--- src/rtl/mem_access_unit.sv ---
// Load/store unit between a pipeline and a single-port word memory; byte/halfword/word with sub-word read-merge-write.
// Optional MAU_FAULT_EN enables misalignment/range faults; otherwise misaligned addresses are force-aligned.
module mem_access_unit #(
  parameter int unsigned DMEM_WORDS = 599
) (
  input  logic        clk,
  input  logic        rst_n,
  input  logic        req_valid,
  output logic        req_ready,
  input  logic        req_we,
  input  logic [1:0]  req_size,
  input  logic        req_unsigned,
  input  logic [31:0] req_addr,
  input  logic [31:0] req_wdata,
  output logic        resp_valid,
  output logic [31:0] resp_rdata,
  output logic        resp_fault,
  output logic [31:0] dm_address,
  output logic [31:0] dm_write_data,
  output logic        dm_mem_write,
  output logic        dm_mem_read,
  input  logic [31:0] dm_read_data
);

  typedef enum logic [1:0] {IDLE, ACCESS, MERGE_WR, RESP} state_t;

  state_t      state_q, state_d;
  logic        we_q, uns_q;
  logic [1:0]  size_q;
  logic [31:0] addr_q, wdata_q, rdata_q, word_q;

  logic        accept;
  logic        req_fault;
  logic [31:0] req_addr_al;

  assign accept = (state_q == IDLE) && req_valid;

`ifdef MAU_FAULT_EN
  logic fault_q;

  always_comb begin
    req_addr_al = req_addr;
    req_fault   = ((req_size == 2'b01) && req_addr[0])
               || (req_size[1] && (req_addr[1:0] != 2'b00))
               || ({2'b00, req_addr[31:2]} >= DMEM_WORDS);
  end

  always_ff @(posedge clk or negedge rst_n) begin
    if (!rst_n) begin
      fault_q <= 1'b0;
    end else if (accept) begin
      fault_q <= req_fault;
    end
  end

  assign resp_fault = (state_q == RESP) && fault_q;
`else
  // Without fault checking the low address bits are dropped to the access size.
  always_comb begin
    req_fault   = 1'b0;
    req_addr_al = req_addr;
    if (req_size[1]) begin
      req_addr_al[1:0] = 2'b00;
    end else if (req_size == 2'b01) begin
      req_addr_al[0] = 1'b0;
    end
  end

  assign resp_fault = 1'b0;
`endif

  logic [4:0]  lane_sh;
  logic [31:0] rd_sh, load_val, lane_mask, merged;

  assign lane_sh = {addr_q[1:0], 3'b000};

  always_comb begin
    rd_sh     = dm_read_data >> lane_sh;
    load_val  = dm_read_data;
    lane_mask = 32'hFFFF_FFFF;
    if (size_q == 2'b00) begin
      load_val  = {{24{~uns_q & rd_sh[7]}}, rd_sh[7:0]};
      lane_mask = 32'h0000_00FF << lane_sh;
    end else if (size_q == 2'b01) begin
      load_val  = {{16{~uns_q & rd_sh[15]}}, rd_sh[15:0]};
      lane_mask = 32'h0000_FFFF << lane_sh;
    end
    merged = (word_q & ~lane_mask) | ((wdata_q << lane_sh) & lane_mask);
  end

  always_comb begin
    state_d       = state_q;
    dm_mem_read   = 1'b0;
    dm_mem_write  = 1'b0;
    dm_address    = 32'h0;
    dm_write_data = 32'h0;
    case (state_q)
      IDLE: begin
        if (req_valid) begin
          state_d = req_fault ? RESP : ACCESS;
        end
      end
      ACCESS: begin
        dm_address = {2'b00, addr_q[31:2]};
        if (!we_q) begin
          dm_mem_read = 1'b1;
          state_d     = RESP;
        end else if (size_q[1]) begin
          dm_mem_write  = 1'b1;
          dm_write_data = wdata_q;
          state_d       = RESP;
        end else begin
          // Sub-word store: read the word now, write the merged word next cycle.
          dm_mem_read = 1'b1;
          state_d     = MERGE_WR;
        end
      end
      MERGE_WR: begin
        dm_address    = {2'b00, addr_q[31:2]};
        dm_mem_write  = 1'b1;
        dm_write_data = merged;
        state_d       = RESP;
      end
      RESP: begin
        state_d = IDLE;
      end
      default: begin
        state_d = IDLE;
      end
    endcase
  end

  always_ff @(posedge clk or negedge rst_n) begin
    if (!rst_n) begin
      state_q <= IDLE;
      we_q    <= 1'b0;
      uns_q   <= 1'b0;
      size_q  <= 2'b00;
      addr_q  <= 32'h0;
      wdata_q <= 32'h0;
      rdata_q <= 32'h0;
      word_q  <= 32'h0;
    end else begin
      state_q <= state_d;
      if (accept) begin
        we_q    <= req_we;
        uns_q   <= req_unsigned;
        size_q  <= req_size;
        addr_q  <= req_addr_al;
        wdata_q <= req_wdata;
        rdata_q <= 32'h0;
      end
      if (state_q == ACCESS) begin
        if (!we_q) begin
          rdata_q <= load_val;
        end else if (!size_q[1]) begin
          word_q <= dm_read_data;
        end
      end
    end
  end

  assign req_ready  = (state_q == IDLE);
  assign resp_valid = (state_q == RESP);
  assign resp_rdata = resp_valid ? rdata_q : 32'h0;

endmodule

--- config.mk ---
export PLATFORM = sky130hd
export DESIGN_NAME = mem_access_unit
export DESIGN_NICKNAME = d
export VERILOG_FILES = /design/src/rtl/mem_access_unit.sv
export SDC_FILE = /design/constraint.sdc
export NUM_CORES = 1
export LEC_CHECK = 0
export CAP_MARGIN = 40
export CORE_MARGIN = 2
export CORE_UTILIZATION = 44
export CTS_BUF_LIST = sky130_fd_sc_hd__clkbuf_8 sky130_fd_sc_hd__clkbuf_16
export DETAILED_ROUTE_END_ITERATION = 7
export GPL_ROUTABILITY_DRIVEN = 0
export PLACE_DENSITY = 0.8
export SYNTH_ARGS = -nofsm -noshare
export SYNTH_HDL_FRONTEND = slang
export SYNTH_SLANG_ARGS = --single-unit
--- constraint.sdc ---
create_clock -name clk -period 6.7 [get_ports clk]
set_input_delay 1.34 -clock clk [delete_from_list [all_inputs] [get_ports clk]]
set_output_delay 1.34 -clock clk [all_outputs]
set_load 0.01 [all_outputs]
==> flow_metrics.tcl <==
set metrics [dict create \
    worst-path-max-fanout 33 \
    cp.required_ns 5.36 \
    area_delta_synth_final_pct 38.8 \
    postCtsSetupBuffers 0 \
    ys_ff_latch 134 \
    core_um2 15900 \
    fp-row-count 46 \
    nets 933 \
    grt_pass1_vias 5783 \
    drc 0 \
    initial_utilization 0.451 \
    antenna_cells 0 \
    drtPass1Iterations 6 \
    worst_pin_slew_ns 0.886 \
    worstSetupPathType "flop to output port" \
    cts_buffer_depth 2 \
    numPortBuffers 200 \
    path_clk_slew_ns 0.06 \
    viasPerCell 5.67 \
    p_per_area_nw_per_um2 515 \
    grt_first_pass_wirelength_mm 32.6 \
    drv_cap 0 \
    place_hpwl_mm 15.2 \
    seq_area_frac_synth 0.468 \
    final_cell_area_um2 9940 \
    min_path_type "flop to flop" \
    max_freq_ghz 0.201 \
    finalMaxSlewViolations 0 \
    die_h_um 132 \
    fin_crit_sh 0.741 \
    rsz0062_at_grt "false" \
    syn_avg_cell_area_um2 11.2 \
    cts_max_level 4 \
    slew_headroom 0.408 \
    syn_area_um2 7160 \
    postRouteAntennaNets 0 \
    status "completed" \
    ys.flop_type "dfrtp_1" \
    grt_overflow 0 \
    drtIter0Drc 621 \
    multi_input_area_um2 3600 \
    root_buffer "clkbuf_16" \
    place_area_um2 9320 \
    start_kind "flop" \
    wl_mm 21.1 \
    cp-end-kind "output port" \
    p_leak_nw 4.05 \
    synth-async-reset-ratio 1.00 \
    fp.dieW_um 132 \
    grt_max_degree 87 \
    arrival_ns 3.62 \
    holdBufCountCts 0 \
    ir_drop_v 0.000234 \
    tritoncts "built" \
    yosys_warnings 0 \
    synth-edff-count 0 \
    vias 5945 \
    ctsResizeCount 0 \
    antenna_found_initial 0 \
    grt_usage 0.245 \
    wl_per_cell_um 20.1 \
    ios 204 \
    clock_sinks 134 \
    hold_viol_final 0 \
    fin_setup_tns_ns 0 \
    die_area_um2 17300 \
    clock_latency_ns 0.42 \
    finClkSkew_ns 0.00500 \
    drive_gt1_frac 0.204 \
    cts_buffers 17 \
    seqCellArea_um2 3350 \
    fill_cells 1306 \
    finalSetupViolCount 0 \
    synth_cells 637 \
    fin_crit_ns 4.96 \
    synth.distinct_cells 48 \
]
==> routing by layer <==
metal / track usage / vias to the layer above / share of wire / wire length, um
li1: - / 2696 / - / -
met1: 0.331 / 2936 / 0.42 / 8980
met2: 0.382 / 276 / 0.47 / 9900
met3: 0.0683 / 37 / 0.087 / 1840
met4: 0.0797 / 0 / 0.019 / 408
met5: 0 / - / 0 / 0
==> cell type report <==
| type | count | area share |
|---|---|---|
| inverter | 5 | 0.00189 |
| clock buffer | 18 | 0.0442 |
| sequential | 134 | 0.337 |
| timing repair buffer | 208 | 0.209 |
| multi-input combinational | 455 | 0.362 |
| clock inverter | 13 | 0.0182 |
| tap | 216 | 0.0272 |
==> placed cells by master (no fill, tap or decap), types with 3 or more instances in the layout <==
master           netlist  routed
a221oi_1               8       8
a222oi_1               6       6
nand2_1               39      38
and2_1                71      71
clkbuf_16              0      17
a22oi_1               16      16
and3_1                 7       7
mux2_2               115     115
nor2b_1               12      12
o31ai_1                8       8
bufinv_16              0       4
nor2_1                16      16
mux2i_1               16      16
a21oi_1               26      26
conb_1                 1       3
inv_1                  5       5
o21ai_0               27      27
clkdlybuf4s50_1        0     199
ha_1                   9       9
clkinv_4               0       3
nand2b_1               3       3
a221o_1               22      22
o22ai_1                7       7
o211ai_1               8       8
or2_2                  7       7
dfrtp_1              134     134
o21a_1                 4       4
clkinv_2               0       4
buf_4                  4       6
==> cell usage after synthesis (all sizes together) (3+ instances only) <==
| library cell | n | area [um2] |
|---|---|---|
| dfrtp | 134 | 3350 |
| mux2 | 116 | 1310 |
| and2 | 71 | 444 |
| nand2 | 39 | 146 |
| o21ai | 28 | 140 |
| a21oi | 26 | 130 |
| buf | 23 | 129 |
| a221o | 22 | 220 |
| clkbuf | 22 | 82.6 |
| a22oi | 16 | 120 |
| mux2i | 16 | 160 |
| nor2 | 16 | 60.1 |
| nor2b | 12 | 75.1 |
| ha | 9 | 113 |
| a221oi | 8 | 70.1 |
| o211ai | 8 | 60.1 |
| o31ai | 8 | 60.1 |
| and3 | 7 | 43.8 |
| o22ai | 7 | 43.8 |
| or2 | 7 | 43.8 |
| a222oi | 6 | 60.1 |
| inv | 5 | 18.8 |
| o21a | 4 | 30.0 |
| a211oi | 3 | 35.0 |
| nand2b | 3 | 18.8 |
| nor3 | 3 | 20.0 |
==> power by group <==
part	total [mW]	switching (mW)	internal, mW
Clock	0.981	0.353	0.628
Sequential	1.56	0.338	1.22
Combinational	2.58	1.19	1.39
Total	5.12	1.88	3.24
==> stage by stage <==
step                      utilization  instances  power, mW  hold WS [ns]  worst slack (ns)
after floorplan                     -        639       3.04         0.442              2.82
after global placement          0.584       1015       4.05         0.455              2.13
after detailed placement        0.587       1018       4.14         0.466              2.27
after CTS                       0.626       1049       5.14         0.479              1.81
after global routing            0.626       1049       5.42         0.497              1.58
final                           0.626       1049       5.12         0.475              1.74
==> final timing paths <==
path / depth (start not counted) / slack, ns / endpoint / startpoint
worst min-delay path: 2 / 0.47 / rdata_q[1]$_DFF_PN0_ / rdata_q[1]$_DFF_PN0_
max in group asynchronous: 2 / 4.52 / wdata_q[18]$_DFFE_PN0P_ / rst_n
min in group asynchronous: 1 / 0.98 / rdata_q[12]$_DFF_PN0_ / rst_n
worst min register to register: 2 / 0.47 / rdata_q[1]$_DFF_PN0_ / rdata_q[1]$_DFF_PN0_
worst max-delay path: 8 / 1.74 / dm_write_data[20] / addr_q[1]$_DFFE_PN0P_
worst max register to register: 3 / 4.39 / word_q[5]$_DFFE_PN0P_ / size_q[1]$_DFFE_PN0P_
==> flip-flops by register name, indices dropped and copies added, names as in the netlist <==
signal and cells:
addr_q 32, we_q 1, state_q 2, rdata_q 32, word_q 32, uns_q 1
wdata_q 32, size_q 2
==> cells by family after synthesis <==
group | after synthesis | share of synthesized area
flip-flops | 134 | 0.468
AND/OR/NAND/NOR | 166 | 0.128
multiplexers | 133 | 0.209
buffers and inverters | 50 | 0.0321
AO/OA/AOI/OAI | 144 | 0.147
adder cells (fa/ha/maj) | 9 | 0.0157
other | 1 | 0.000523
==> worst max-delay path, cell delays in order, from the launching register on <==
cell and delay [ns]:
dfrtp_1 0.55, inv_1 0.11, buf_4 0.32, ha_1 0.31
a211oi_1 0.63, buf_2 0.29, a221oi_1 0.08, o31ai_1 0.31
clkdlybuf4s50_1 0.60
No activity file was read; power rests on OpenSTA's default activity.
